### src/rtl/sobel_pad_streamer.sv
// sobel_pad_streamer: buffers raw pixels in a FIFO and emits a gap-free zero-padded raster for the Sobel stage.
// Optional SOBEL_PAD_UNDERRUN_EN adds a sticky underrun flag and a 16-bit saturating underrun counter.
module sobel_pad_streamer #(
   parameter int IMG_W      = 480,
   parameter int IMG_H      = 480,
   parameter int FIFO_DEPTH = 16
) (
   input  logic       clk,
   input  logic       rst,
   input  logic       frame_start,
   input  logic       in_valid,
   output logic       in_ready,
   input  logic [7:0] in_data,
   output logic [7:0] pix_out,
   output logic       start,
   output logic       busy,
   output logic       frame_done,
   output logic       underrun
);
   localparam int AW = $clog2(FIFO_DEPTH);
   localparam int NW = AW + 1;
   localparam int CW = $clog2(IMG_W + 2);
   localparam int RW = $clog2(IMG_H + 2);
   localparam int P  = (FIFO_DEPTH < IMG_W * IMG_H) ? FIFO_DEPTH : IMG_W * IMG_H;
   localparam logic [NW-1:0] FULL      = NW'(FIFO_DEPTH);
   localparam logic [NW-1:0] PRIME_CNT = NW'(P);
   localparam logic [CW-1:0] COL_LAST  = CW'(IMG_W + 1);
   localparam logic [RW-1:0] ROW_LAST  = RW'(IMG_H + 1);

   typedef enum logic [2:0] {IDLE, PRIME, STREAM, FLUSH, DONE} state_t;

   state_t        state, state_n;
   logic [CW-1:0] col;
   logic [RW-1:0] row;
   logic          flush_cnt;
   logic [7:0]    mem [FIFO_DEPTH];
   logic [AW-1:0] wr_ptr, rd_ptr;
   logic [NW-1:0] count, count_n;
   logic          last_col, last_row, pop_pos, pop, push, fill_now, fill_next;

   always_comb begin
      last_col  = col == COL_LAST;
      last_row  = row == ROW_LAST;
      pop_pos   = state == STREAM && row != '0 && !last_row && col != '0 && !last_col;
      pop       = pop_pos && count != '0;
      push      = in_valid && in_ready;
      count_n   = count + NW'(push) - NW'(pop);
      state_n   = IDLE;
      case (state)
         IDLE:    state_n = frame_start ? PRIME : IDLE;
         PRIME:   state_n = count == PRIME_CNT ? STREAM : PRIME;
         STREAM:  state_n = last_row && last_col ? FLUSH : STREAM;
         FLUSH:   state_n = flush_cnt ? DONE : FLUSH;
         default: state_n = IDLE;
      endcase
      fill_now  = state == PRIME || state == STREAM;
      fill_next = state_n == PRIME || state_n == STREAM;
   end

   always_ff @(posedge clk)
      if (push) mem[wr_ptr] <= in_data;

   always_ff @(posedge clk or negedge rst) begin
      if (!rst) begin
         state      <= IDLE;
         row        <= '0;
         col        <= '0;
         flush_cnt  <= 1'b0;
         wr_ptr     <= '0;
         rd_ptr     <= '0;
         count      <= '0;
         pix_out    <= '0;
         start      <= 1'b0;
         busy       <= 1'b0;
         frame_done <= 1'b0;
         in_ready   <= 1'b0;
      end else begin
         state      <= state_n;
         busy       <= state != IDLE && state_n != IDLE;
         in_ready   <= fill_now && fill_next && count_n != FULL;
         start      <= state == STREAM || state == FLUSH;
         pix_out    <= pop ? mem[rd_ptr] : '0;
         frame_done <= state == DONE;
         flush_cnt  <= state == FLUSH && !flush_cnt;
         if (state == IDLE && frame_start) begin
            row <= '0;
            col <= '0;
         end else if (state == STREAM) begin
            col <= last_col ? '0 : col + CW'(1);
            row <= last_col ? row + RW'(1) : row;
         end
         // leftover input beyond the frame is discarded so the next frame starts clean
         if (state == DONE) begin
            wr_ptr <= '0;
            rd_ptr <= '0;
            count  <= '0;
         end else begin
            wr_ptr <= wr_ptr + AW'(push);
            rd_ptr <= rd_ptr + AW'(pop);
            count  <= count_n;
         end
      end
   end

`ifdef SOBEL_PAD_UNDERRUN_EN
   logic [15:0] underrun_cnt;

   always_ff @(posedge clk or negedge rst) begin
      if (!rst) begin
         underrun     <= 1'b0;
         underrun_cnt <= '0;
      end else if (state == IDLE && frame_start) begin
         underrun     <= 1'b0;
         underrun_cnt <= '0;
      end else if (pop_pos && count == '0) begin
         underrun     <= 1'b1;
         underrun_cnt <= underrun_cnt + {15'd0, underrun_cnt != 16'hffff};
      end
   end
`else
   assign underrun = 1'b0;
`endif
endmodule
### config.mk
export PLATFORM = sky130hd
export DESIGN_NAME = sobel_pad_streamer
export DESIGN_NICKNAME = d
export VERILOG_FILES = /design/src/rtl/sobel_pad_streamer.sv
export SDC_FILE = /design/constraint.sdc
export NUM_CORES = 1
export LEC_CHECK = 0
export CORE_UTILIZATION = 57
export CTS_BUF_LIST = sky130_fd_sc_hd__clkbuf_8
export DETAILED_ROUTE_END_ITERATION = 8
export HOLD_SLACK_MARGIN = 0.12
export PLACE_DENSITY = 0.78
export SLEW_MARGIN = 30
export SYNTH_ARGS = -nofsm -noshare
export SYNTH_HDL_FRONTEND = slang
export SYNTH_SLANG_ARGS = --single-unit
### constraint.sdc
create_clock -name clk -period 3.1 [get_ports clk]
set_input_delay 0.62 -clock clk [delete_from_list [all_inputs] [get_ports clk]]
set_output_delay 0.62 -clock clk [all_outputs]
set_load 0.05 [all_outputs]
==> impl_metrics.env <==
export IMPL_status="finished, final reports clean"
export IMPL_finalCritPeriodShare_pct=92.2
export IMPL_grt_overflow_total=0
export IMPL_r2r_slack_ns=0.24
export IMPL_routed_wl_mm=13.7
export IMPL_netlist_cell_type_count=53
export IMPL_rsz0062_at_grt="no"
export IMPL_slowest_stage="fa_1"
export IMPL_dp_cells=656
export IMPL_slew_headroom_pct=49.7
export IMPL_critPathLaunchType="flip-flop"
export IMPL_maxSlewViolCount=0
export IMPL_hold_path_class="primary input to asynchronous set/reset pin"
export IMPL_async_flop_share_pct=26.9
export IMPL_fin_ws_ns=0.243
export IMPL_drv_cap=0
export IMPL_worstSetupEndpointType="flip-flop"
export IMPL_fillCellCount=869
export IMPL_core_area_sq_mm=0.0126
export IMPL_h_tree_depth=4
export IMPL_die_x_um=116
export IMPL_irDropWorstVdd_mv=0.344
export IMPL_final_area_sq_mm=0.00832
export IMPL_port_buffers=23
export IMPL_drtIter0Drc=345
export IMPL_timing_rr_end="in_ready"
export IMPL_cts_sinks=175
export IMPL_ys_flop_type="edfxtp_1"
export IMPL_synth_fp_nets=484
export IMPL_setup_violations=0
export IMPL_min_period_ns=2.86
export IMPL_dpl_worst_slack_ns=0.181
export IMPL_seq_power_share_pct=46.3
export IMPL_path_class="flip-flop to flip-flop"
export IMPL_initial_core_util_pct=58.4
export IMPL_fp_dieArea_sq_mm=0.0134
export IMPL_tns_ns=0
export IMPL_synth_area_sq_mm=0.00737
export IMPL_path_buf_inv=2
export IMPL_grt_first_pass_wirelength_mm=21.5
export IMPL_grt_start_max_net_pins=48
export IMPL_drtPass1Iterations=5
export IMPL_vias=4038
export IMPL_max_freq_mhz=350
export IMPL_pwr_share_clk_pct=25.3
export IMPL_intPower_mw=4.46
export IMPL_p_sw_mw=2.02
export IMPL_grt_total_usage_pct=22.5
export IMPL_dpl_cell_area_sq_mm=0.00788
export IMPL_seq_area_sq_mm=0.00502
export IMPL_num_rows=41
export IMPL_multi_input_area_sq_mm=0.00219
export IMPL_worst_ep_required_time_ns=3.42
export IMPL_drive_gt1_share_pct=20.2
export IMPL_num_antenna_cells=0
export IMPL_synth_edf_count=128
export IMPL_p_comb_share_pct=28.3
export IMPL_cp_cell_sequence="inv_1 > ha_1 > and4_1 > nand2_1 > a21oi_2 > nor3_2 > ha_1 > inv_1 > ha_1 > fa_1 > a21oi_1 > o21bai_1 > xnor2_1 > a31oi_1"
export IMPL_power_leakage_nw=2.95
export IMPL_viasPerCell=5.87
export IMPL_max_stage_delay_ns=0.43
export IMPL_area_delta_synth_final_pct=12.9
export IMPL_wire_per_inst_um=19.9
export IMPL_clock_root_buffer="clkbuf_8"
export IMPL_final_common_cell="edfxtp_1"
export IMPL_clock_path_buffers=2
export IMPL_powerDensity_mw_per_mm2=779
export IMPL_fin_worst_skew_ns=0.00901
export IMPL_clkTransAtPathRegs_ns=0.09
export IMPL_numCtsBuffers=17
export IMPL_clk_latency_ns=0.45
export IMPL_pin_count=25
export IMPL_synth_avg_cell_area_sq_um=16.2
export IMPL_synth_seq_area_share_pct=68.2
export IMPL_cp_top_family="adder cells"
export IMPL_stdcell_count=688
export IMPL_grt_pass1_vias=4077
export IMPL_final_cell_mix="128 x edfxtp_1, 46 x dfrtp_1, 45 x nor2_1"
export IMPL_postRouteAntennaNets=0
export IMPL_ys_ff_latch=175
export IMPL_antenna_found_initial=0
export IMPL_switching_share_pct=31.2
export IMPL_crit_fanout=4
export IMPL_netlist_instances=455
export IMPL_hold_viol=0
export IMPL_place_hpwl_mm=9.07
export IMPL_cts_tree="built"
export IMPL_place_gp_congestion=0.767
export IMPL_timing_rr_start="row[1]"
export IMPL_worst_ep_arrival_time_ns=3.18
export IMPL_drc=0
export IMPL_timing_reg2reg_worst_path_depth=14
export IMPL_chipHeight_um=116
export IMPL_tightest_slew_ns=0.753
export IMPL_crit_top_cell="ha_1"
export IMPL_yosysWarnings=0
export IMPL_nNetsFinal=532
## per-layer routing
metal / wire length, um / GRT usage [%] / vias up
li1: - / - / 1851
met1: 5760 / 30.6 / 2042
met2: 6840 / 35.2 / 122
met3: 736 / 5.18 / 23
met4: 327 / 9.74 / 0
met5: 0 / 0 / -
## how the worst max path moves through the flow
stage	slack, ns	end	start	cells past startpoint
5_1_grt	0.03	in_ready	row[1]	14
6_report	0.24	in_ready	row[1]	14
4_1_cts	0.15	in_ready	row[1]	13
2_1_floorplan	0.23	in_ready	row[1]	14
3_3_place_gp	0.32	in_ready	in_valid	10
3_5_place_dp	0.18	in_ready	row[1]	13
## power by group through the flow
stage / clock network, mW / registers (mW) / logic, mW
after floorplan: 0 / 3.01 / 1.33
after global placement: 0 / 3.03 / 1.77
after detailed placement: 0 / 3.05 / 1.81
after CTS: 1.67 / 3.00 / 1.82
after global routing: 1.75 / 3.03 / 2.00
final: 1.64 / 3.00 / 1.83
## Yosys cell counts (3+ instances only)
library cell,count,area [sq um]
inv_1,14,52.6
buf_2,4,20.0
clkbuf_8,3,41.3
nor2b_1,9,56.3
xnor2_1,10,87.6
nor3b_1,3,22.5
a31oi_1,3,18.8
ha_1,16,200
nor2_1,45,169
nand3_1,7,35.0
o31ai_1,3,22.5
a22o_1,16,140
a21oi_1,11,55.1
clkbuf_1,4,15.0
edfxtp_1,128,3840
nor3_1,5,25.0
dfrtp_1,47,1180
or3_2,5,37.5
mux4_2,32,721
xor2_1,5,43.8
nand2_1,21,78.8
o21ai_0,8,40.0
nor4_1,11,68.8
buf_4,5,37.5
or3_1,4,25.0
## cells by family (layout without fill, tap and decap cells)
group / after synthesis / count (layout) / synth area share [%]
compound gates: 50 / 50 / 4.74
buf+inv: 32 / 93 / 2.36
other cells: 1 / 1 / 0.0509
mux: 34 / 34 / 10.1
simple gates: 131 / 131 / 9.87
xor+xnor: 15 / 15 / 1.78
flops: 175 / 175 / 68.2
fa+ha+maj: 17 / 17 / 2.99
## area by class of cell
type                            count  area share [%]
Clock inverter                     15            2.23
Clock buffer                       17            2.81
Tap cell                          172            2.59
Sequential cell                   175            60.4
Timing Repair Buffer               47            5.05
Multi-Input combinational cell    248            26.3
Inverter                           14           0.632
## registers in the layout, summed over array words and instances, names as in the netlist
signal / flops
row: 9
col: 9
state: 3
in_ready: 1
rd_ptr: 4
wr_ptr: 4
pix_out: 8
mem: 128
count: 5
flush_cnt: 1
frame_done: 1
busy: 1
start: 1
## worst reg2reg max path: cells and delay by family, from the launching register on
| kind | cells | cell delay (ns) |
|---|---|---|
| flip-flops | 1 | 0.42 |
| AO/OA/AOI/OAI | 4 | 0.54 |
| XOR/XNOR | 1 | 0.23 |
| AND/OR/NAND/NOR | 3 | 0.36 |
| buffers and inverters | 2 | 0.14 |
| adder cells (fa/ha/maj) | 4 | 1.05 |
## what timing repair did
item / 4_1_cts / 5_1_grt
hold buffers: 0 / 0
endpoints found under the setup margin: 0 / 2
buffers inserted: 0 / 0
resized for setup: 0 / 3
## stage by stage
step	total power [mW]	hold WS (ns)	util [%]
floorplan	4.34	0.324	-
global placement	4.80	0.449	62.4
detailed placement	4.87	0.454	62.5
CTS	6.49	0.174	65.8
global route	6.78	0.201	65.9
finish	6.48	0.175	65.9
Note: power is estimated with default switching activity, not from simulation.
==> RTL edit: new RTL, same flow settings <==
Take the reset off `pix_out` and load it in a clocked block of its own.
--- a/src/rtl/sobel_pad_streamer.sv
+++ b/src/rtl/sobel_pad_streamer.sv
@@ -71,3 +71,2 @@
          count      <= '0;
-         pix_out    <= '0;
          start      <= 1'b0;
@@ -81,3 +80,2 @@
          start      <= state == STREAM || state == FLUSH;
-         pix_out    <= pop ? mem[rd_ptr] : '0;
          frame_done <= state == DONE;
@@ -104,2 +102,6 @@
 
+   always_ff @(posedge clk) begin
+      pix_out <= pop ? mem[rd_ptr] : '0;
+   end
+
 `ifdef SOBEL_PAD_UNDERRUN_EN
Behaviour: same outputs for any inputs over 10 cycles, from zero or initial values and one cycle with rst low; that may be too few to reach the edited logic, so the function may still have changed.
==> RTL edit against the original RTL <==
  * Routed wire length grew 3.1%
  * Critical path type unchanged
  * Sequential cell count is the same
  * Synthesized area shrank 1.3%
  * Final cell count shrank 1.5%
  * Power shrank 1.2%
  * Clock skew grew 0.0054 ns
  * Clock power shrank 5%
  * Worst setup slack lost 0.081 ns
  * Highest routed layer unchanged
  * Design area shrank 1.4%
  * Count of clock-buffer cells in the layout is the same
==> RTL edit: results (changes against the original RTL) <==
| Metric | Value |
|---|---|
| Status | `finished, final reports clean` |
| R2R Setup Slk | `0.16 ns (-0.08 ns)` |
| CP max-delay cell | `or4b_1` |
| Worst r2r src | `col[0]` |
| XOR/XNOR Fraction of Synth Area | `0.0157 (-0.00217)` |
| CTS Buffer Depth | `2 (unchanged)` |
| Ranking of synthesized cells by area | `edfxtp_1 (53%), dfrtp_1 (13%), mux4_2 (9.9%)` |
| Number of global-route vias before repair | `4311 (+5.7%)` |
| Clock skew | `0.0144 ns (+0.00540 ns)` |
| Pre-CTS WS | `0.0934 ns (-0.0873 ns)` |
| GP Congestion | `0.806 (+5.0%)` |
| Pre-antenna DRT Iters | `4 (-1)` |
| First-pass GRT wire length | `22.7 mm (+5.7%)` |
| Post-Route WL | `14.1 mm (+3.1%)` |
| Crit path DAT | `3.27 ns (+0.09 ns)` |
| Synthesized net count | `478 (-1.2%)` |
| Gr usage total | `0.240 (+0.0158)` |
| Layout net count | `525 (-1.3%)` |
| DR iter-0 viols | `289 (-16%)` |
| Critical Path Max Stage Delay | `0.45 ns (+0.02 ns)` |
| Worst vdd ir | `0.000646 V (+88%)` |
| Synth Area in Compound Gates | `0.0556 (+0.00821)` |
| Share of cells above drive strength 1 | `0.188 (-0.0133)` |
| Largest net degree at the start of global routing | `40 (-17%)` |
| Adder-cell share of the synthesized area | `0.0286 (-0.00132)` |
| Routed vias | `4036 (-0.050%)` |
| Final period util | `0.948 (+0.0260)` |
| CP max FO | `5 (+1)` |
| Slew of the pin with the lowest slew margin | `0.723 ns (-0.0301 ns)` |
| Sequential share of the synthesized area | `0.685 (+0.00364)` |
| Final Hold Slack | `0.123 ns (-0.0518 ns)` |
==> RTL edit: cell count changes in the layout (fill, tap and decap cells not counted), sizes merged, moves of 8 or more <==
cell	change
a22o	-16
dfxtp	+8
dfrtp	-8
nor2	-11
a211oi	+8
a22oi	+16
nor4	-10
==> RTL edit: worst max-delay path by stage <==
| stage | cells past startpoint | to |
|---|---|---|
| global route | 12 | in_ready |
| detailed placement | 12 | in_ready |
| finish | 12 | in_ready |
| global placement | 12 | in_ready |
| floorplan | 13 | in_ready |
| CTS | 12 | in_ready |
==> RTL edit: layer usage <==
layer  global-route usage  up-vias  wire, µm
met5                    0        -         0
met4               0.0926        0       260
met1                0.291     2053      5610
met3               0.0522       21       641
li1                     -     1841         -
met2                0.424      121      7580
==> RTL edit: power by group <==
| part | total [µW] | internal, µW | switching (µW) |
|---|---|---|---|
| Combinational | 1880 | 862 | 1020 |
| Sequential | 2960 | 2780 | 181 |
| Clock | 1550 | 779 | 773 |
| Total | 6400 | 4420 | 1970 |
==> RTL edit: logic make-up after synthesis <==
| kind of cell | after synthesis |
|---|---|
| XOR/XNOR | 13 |
| buffers and inverters | 33 |
| AO/OA/AOI/OAI | 61 |
| flip-flops | 175 |
| AND/OR/NAND/NOR | 116 |
| multiplexers | 35 |
| adder cells (fa/ha/maj) | 16 |
| other | 1 |
==> RTL edit: final cells by class <==
class                      count  area (µm²)
sequential                   175        4980
fill                         857        4020
multi-input combinational    242        2150
timing repair buffer          48         415
clock buffer                  17         234
tap                          168         210
clock inverter                15         158
inverter                      13        48.8
==> RTL edit: through the flow <==
stage | total power (µW) | instance area, µm² | cells
after CTS | 6440 | 8190 | 678
after detailed placement | 4900 | 7800 | 646
after global placement | 4800 | 7800 | 646
after global routing | 6730 | 8200 | 678
final | 6400 | 8200 | 678
after floorplan | 4360 | 7270 | 450
